**src/rtl/musa_ctrl_pkg.sv**
```systemverilog
// Shared control definitions for the MUSA multicycle sequencer.
// State encodings, default MEM timeout and the HALTED code.
package musa_ctrl_pkg;

   localparam int MEM_TIMEOUT_DEF = 15;

   localparam logic [2:0] HALTED_ENC = 3'd7;

   typedef enum logic [2:0] {
      ST_FETCH  = 3'd0,
      ST_DECODE = 3'd1,
      ST_EXEC   = 3'd2,
      ST_MEM    = 3'd3,
      ST_WB     = 3'd4,
      ST_HALTED = HALTED_ENC
   } stage_e;

endpackage

```
**src/rtl/mem_wait_timer.sv**
```systemverilog
// MEM wait counter: clear, count while enabled, flag the last
// allowed wait cycle through expire.
module mem_wait_timer #(
   parameter int MEM_TIMEOUT = 15
) (
   input  logic clk,
   input  logic reset,
   input  logic clr,
   input  logic en,
   output logic expire
);

   localparam int CW = $clog2(MEM_TIMEOUT + 1);
   localparam logic [CW-1:0] LAST = CW'(MEM_TIMEOUT - 1);

   logic [CW-1:0] cnt_q;

   // Wait-cycle counter, cleared whenever the sequencer is outside MEM.
   always_ff @(posedge clk or negedge reset) begin
      if (!reset)
         cnt_q <= '0;
      else if (clr)
         cnt_q <= '0;
      else if (en && !expire)
         cnt_q <= cnt_q + 1'b1;
   end

   assign expire = (cnt_q == LAST);

endmodule

```
**src/rtl/multicycle_stage_seq.sv**
```systemverilog
// Multicycle stage sequencer with MEM handshake, timeout, hold, halt.
// Define STAGE_SEQ_MEM_SKIP_EN to let non-memory ops bypass MEM.
module multicycle_stage_seq
   import musa_ctrl_pkg::*;
#(
   parameter int MEM_TIMEOUT = MEM_TIMEOUT_DEF,
   parameter int STAGE_W     = 3
) (
   input  logic               clk,
   input  logic               reset,
   input  logic               hold,
   input  logic               is_mem,
   input  logic               writes_reg,
   input  logic               is_stack,
   input  logic               is_halt,
   input  logic               mem_ready,
   input  logic               resume,
   output logic [STAGE_W-1:0] stage,
   output logic               pc_write,
   output logic               reg_write_en,
   output logic               push_pop_en,
   output logic               mem_strobe,
   output logic               halted,
   output logic               mem_timeout
);

   stage_e state_q, state_d;
   logic   tmo_q, tmo_d;
   logic   expire;
   logic   in_mem;
   logic   t_clr, t_en;

   assign in_mem = (state_q == ST_MEM);
   assign t_clr  = !in_mem;
   assign t_en   = in_mem && is_mem && !mem_ready && !hold;

   mem_wait_timer #(
      .MEM_TIMEOUT(MEM_TIMEOUT)
   ) u_timer (
      .clk   (clk),
      .reset (reset),
      .clr   (t_clr),
      .en    (t_en),
      .expire(expire)
   );

   // State and timeout-pulse registers.
   always_ff @(posedge clk or negedge reset) begin
      if (!reset) begin
         state_q <= ST_FETCH;
         tmo_q   <= 1'b0;
      end else begin
         state_q <= state_d;
         tmo_q   <= tmo_d;
      end
   end

   // Next-state logic; hold freezes everything and suppresses aborts.
   always_comb begin
      state_d = state_q;
      tmo_d   = 1'b0;
      unique case (state_q)
         ST_FETCH:  state_d = ST_DECODE;
         ST_DECODE: state_d = ST_EXEC;
`ifdef STAGE_SEQ_MEM_SKIP_EN
         ST_EXEC:   state_d = is_mem ? ST_MEM : ST_WB;
`else
         ST_EXEC:   state_d = ST_MEM;
`endif
         ST_MEM: begin
            if (!is_mem || mem_ready) begin
               state_d = ST_WB;
            end else if (expire) begin
               state_d = ST_FETCH;
               tmo_d   = 1'b1;
            end
         end
         ST_WB:     state_d = is_halt ? ST_HALTED : ST_FETCH;
         ST_HALTED: state_d = resume ? ST_FETCH : ST_HALTED;
         default:   state_d = ST_FETCH;
      endcase
      if (hold) begin
         state_d = state_q;
         tmo_d   = 1'b0;
      end
   end

   // Strobes decoded from the registered state, gated by hold.
   always_comb begin
      push_pop_en  = (state_q == ST_EXEC) && is_stack && !hold;
`ifdef STAGE_SEQ_MEM_SKIP_EN
      mem_strobe   = in_mem && !hold;
`else
      mem_strobe   = in_mem && is_mem && !hold;
`endif
      pc_write     = (state_q == ST_WB) && !is_halt && !hold;
      reg_write_en = (state_q == ST_WB) && writes_reg && !hold;
      halted       = (state_q == ST_HALTED);
   end

   assign stage       = STAGE_W'(state_q);
   assign mem_timeout = tmo_q;

endmodule

```
**config.mk**
```make
export PLATFORM = sky130hd
export DESIGN_NAME = multicycle_stage_seq
export DESIGN_NICKNAME = d
export VERILOG_FILES = /design/src/rtl/musa_ctrl_pkg.sv /design/src/rtl/mem_wait_timer.sv /design/src/rtl/multicycle_stage_seq.sv
export SDC_FILE = /design/constraint.sdc
export NUM_CORES = 1
export LEC_CHECK = 0
export BUFFER_PORTS_ARGS = -buffer_cell sky130_fd_sc_hd__buf_2
export CAP_MARGIN = 20
export CORE_AREA = 2 2 39 41
export CTS_CLUSTER_DIAMETER = 40
export DETAILED_ROUTE_END_ITERATION = 8
export DIE_AREA = 0 0 41 43
export PLACE_DENSITY = 0.68
export RECOVER_POWER = 25
export REMOVE_ABC_BUFFERS = 1
export SYNTH_ARGS = -nofsm -noshare
export SYNTH_HDL_FRONTEND = slang
export SYNTH_SLANG_ARGS = --single-unit
```
**constraint.sdc**
```tcl
create_clock -name clk -period 2 [get_ports clk]
set_clock_uncertainty 0.1 [all_clocks]
set_input_delay 0.2 -clock clk [delete_from_list [all_inputs] [get_ports clk]]
set_output_delay 0.2 -clock clk [all_outputs]
set_load 0.005 [all_outputs]
```
After elaboration in Yosys (flattened, before gate mapping)
Index checks and enable logic that the tools add are counted.
{"block": "classes", "mux": 11, "eq_ne": 8, "bitwise_logic": 1, "n_addsub": 1, "n_reduce_logical": 19}
{"op": "3-bit case mux with 6 select lines", "count": 1}
{"op": "3-bit two-way mux", "count": 4}
{"op": "1-bit logical AND", "count": 11}
{"op": "4-bit two-way mux", "count": 2}
{"op": "3-bit by 2-bit == test with 1-bit output (second input constant)", "count": 2}
{"op": "3-bit == test (second input constant)", "count": 2}
{"op": "1-bit zero test", "count": 5}
{"op": "4-bit by 1-bit adder with 4-bit output (second input constant)", "count": 1}
{"op": "4-bit == test (second input constant)", "count": 1}
{"op": "1-bit two-way mux", "count": 4}
{"op": "3-bit by 1-bit == test with 1-bit output (second input constant)", "count": 1}
{"op": "3-bit zero test", "count": 1}
{"op": "3-bit by 1-bit != test with 1-bit output (second input constant)", "count": 1}
{"op": "2-bit by 1-bit != test with 1-bit output (second input constant)", "count": 1}
{"op": "2-bit AND reduction", "count": 1}
{"op": "1-bit logical OR", "count": 1}
{"op": "1-bit inverter", "count": 1}
{"block": "word_totals", "elab_cells": 43, "regBits": 8, "output_inout_bits": 9, "in_bits": 9}

Logic depth before layout (Yosys ltp)
{"block": "depth", "depth_word": 7, "mapped_depth": 5, "depth_no_buf": 5}

By module
A second synthesis with hierarchy kept.
{"block": "hier_totals", "cells_unflattened": 62, "area_unflattened_um2": 580.6}
{"mod": "multicycle_stage_seq", "n_inst": 1, "cells_per_inst": 38, "seq_area_each_um2": 100.1, "area_each_um2": 359.1}
{"mod": "mem_wait_timer", "n_inst": 1, "cells_per_inst": 24, "seq_area_each_um2": 100.1, "area_each_um2": 221.5}

Worst setup path after synthesis
No wires, ideal clock.
{"block": "synth_path", "kind": "register to register", "from": "reg u_timer.cnt_q[0]", "to": "reg u_timer.cnt_q[1]", "setup_time_ps": 81, "t_required_ps": 1819, "slack_ps": 578, "t_arrival_ps": 1241, "synth_period_minus_slack_ps": 1422, "n_path_buf": 0, "stages_incl_launch_ff": 6, "cell_sequence": "dfrtp_1 -> inv_1 -> ha_1 -> and3_1 -> or3_1 -> a21oi_1"}
{"block": "synth_via", "elab_chain_cells": 4, "elab_cells_between_ends": 7, "classes_between": "add/sub (1); eq/ne (2); mux (2); reduce/logical (2)"}
{"item": "from (decl)", "line": "mem_wait_timer.sv:16", "text": "logic [CW-1:0] cnt_q;"}
{"item": "from (signal assigned)", "line": "mem_wait_timer.sv:25", "text": "cnt_q <= cnt_q + 1'b1;"}
{"item": "branches (longest 4 deep; another with 4-bit by 1-bit adder with 4-bit output)"}
Parallel ways; which one is timed is not known. The select of a mux whose other input is x is not followed.
A chain may end at the register's enable or synchronous reset.

Final worst setup path
{"block": "layout_path", "from": "reg state_q[2] (netlist: stage[2])", "to": "out mem_strobe"}
{"block": "layout_via", "elab_chain_cells": 3}
{"item": "from (decl)", "line": "multicycle_stage_seq.sv:27", "text": "stage_e state_q, state_d;"}
{"item": "from (signal assigned)", "line": "multicycle_stage_seq.sv:53", "text": "state_q <= state_d;"}
{"item": "3-bit by 2-bit == test with 1-bit output", "line": "multicycle_stage_seq.sv:33", "text": "assign in_mem = (state_q == ST_MEM);"}
{"item": "1-bit logical AND (2 in series)", "line": "multicycle_stage_seq.sv:94", "text": "mem_strobe = in_mem && is_mem && !hold;"}
{"item": "to (decl)", "line": "multicycle_stage_seq.sv:22", "text": "output logic mem_strobe,"}
Every way passes these cells.

==> metrics.yaml <==
syn_area_um2: 559
clk_latency_ps: 250
ys_seq_area_frac: 0.358
relSlewSlack: 0.709
yosysWarnings: 0
grt_overflow: 0
grt_first_pass_wirelength_um: 1980
io_pins: 18
fin_cells: 95
hpwl_um: 826
fp-row-count: 14
num-fill-cells: 135
path_clk_slew_ps: 60
yosysMostFrequentCell: "dfrtp_1"
pwr_density_cell_nw_per_um2: 883
cts.sinks: 8
htreeDepth: 1
fp.dieH_um: 43
numCtsBuffers: 3
vias: 527
grt_use_met2: 0.209
die_w_um: 41
drive_gt1_frac: 0.278
cts_max_path_buffers: 2
synth_top_area_share: 0.358
ant_nets: 0
fin_crit_sh: 0.889
whs_ps: 180
core_area_um2: 1380
port_buffers: 17
gp_congestion: 0.770
gr-usage-all-layers: 0.162
path_class: "reg -> out"
synth_top_cells_by_area: "dfrtp_1 (36%), a21oi_1 (5.4%), ha_1 (4.5%)"
synth-edff-count: 0
rsz0062_at_grt: "no"
fin_setup_tns_ps: 0
final_nets: 92
start_util: 0.404
synthArstFlopShare: 1.00
timing.final.max_slew_violations: 0
die-area_um2: 1760
netlist_instances: 61
tightestPinTransition_ps: 436
routed_wirelength_um: 1170
power_uw: 602
period_needed_ps: 1780
met1_usage: 0.254
grt_pass1_vias: 441
maxCapViolations: 0
synth_flop_cell: "dfrtp_1"
use_met3: 0.0157
routed_via_density: 5.55
arrival_ps: 1480
grt_max_degree: 13
max_freq_mhz: 562
area_growth_pct: 21.9
drt_iter0_markers: 16
cts_root_buffer: "clkbuf_4"
vdd_drop_max_v: 0.000407
cts_hold_buf: 1
hold_violations: 0
busiest_layer: "met1"
drc: 0
finalSetupViolCount: 0
avgSynthCellArea_um2: 9.17
antenna_found_initial: 0
critPathMaxFanout: 10
yosysUniqueCellTypes: 32
synth_commonest_cells: "dfrtp_1 (8), a21oi_1 (6), nand3_1 (4), o21ai_0 (4), nand3b_1 (3)"
required_ps: 1700
placedCellCount: 91
cts_tree: "yes"
status: "finished clean"
post_cts_buffers: 0
critPathCaptureType: "primary output"
n_antenna_cell: 0
cp-start-kind: "register"
first_pass_iters: 4
total_leakage_power_nw: 0.313
cts_resized: 0
synth_area_leader_cell: "dfrtp_1"
hp-class: "in -> reg"
ys_ff_latch: 8
wl_per_cell_um: 12.3
## where the power goes
group          leakage, nW  switching, mW  internal, mW
logic                0.193         0.0944         0.116
clock network       0.0138         0.0586        0.0689
registers            0.106         0.0716         0.192
## cells in the final DEF, fill, tap and decap left out, types with 2 or more instances in the layout
master	Yosys	routed
a211oi_1	2	2
nor3_1	2	2
nand3b_1	3	3
dfrtp_1	8	8
nand3_1	4	4
buf_2	2	16
nor2b_1	2	2
o21ai_0	4	4
clkbuf_4	0	3
and3_1	2	2
ha_1	2	2
nand2b_1	2	2
inv_1	2	2
a21oi_1	6	6
nor2_1	2	2
## area by class of cell
type | count | area, um^2 | share of cell area
clock buffers | 3 | 22.5 | 0.0330
multi-input cells | 48 | 338 | 0.495
well taps | 16 | 20.0 | 0.0294
flip-flops and latches | 8 | 200 | 0.294
inverters | 2 | 7.51 | 0.0110
repair buffers | 18 | 93.8 | 0.138
## flip-flops by register name, summed over array words and instances (netlist names)
name / flops
mem_timeout: 1
stage: 3
u_timer.cnt_q: 4
## path summary, 6_finish.rpt
check | start | end | slack (ps) | depth (start not counted)
max | stage[2] | mem_strobe | 220 | 3
min | mem_ready | mem_timeout | 180 | 3
max reg2reg | u_timer.cnt_q[0] | u_timer.cnt_q[1] | 440 | 5
min reg2reg | u_timer.cnt_q[3] | u_timer.cnt_q[3] | 440 | 1
max in group asynchronous | reset | stage[1] | 1210 | 2
min in group asynchronous | reset | u_timer.cnt_q[3] | 290 | 2
## metrics by stage
| step | setup slack [ps] | instance area, um^2 | utilization |
|---|---|---|---|
| 3_5_place_dp | 484 | 651 | 0.470 |
| 2_1_floorplan | 577 | 546 | - |
| 5_1_grt | 58.9 | 682 | 0.493 |
| 3_3_place_gp | 494 | 651 | 0.470 |
| 4_1_cts | 204 | 683 | 0.494 |
| 6_report | 221 | 682 | 0.493 |
## cells by family (layout without fill, tap and decap cells)
family | Yosys count | after routing | share of synthesized area
AND/OR/NAND/NOR | 28 | 28 | 0.351
AO/OA/AOI/OAI | 18 | 18 | 0.208
flip-flops | 8 | 8 | 0.358
buffers and inverters | 5 | 23 | 0.0380
adder cells (fa/ha/maj) | 2 | 2 | 0.0447
## routing by layer
layer,vias up,share of wire
met5,-,0
met4,0,0.012
met3,2,0.039
met2,16,0.44
met1,240,0.51
li1,269,-
## worst max-delay path, stage by stage (launching register included)
cell and delay [ps]:
dfrtp_1 460, nand3b_1 380, nor3b_1 250, buf_2 140
Note: power is estimated with default switching activity, not from simulation.
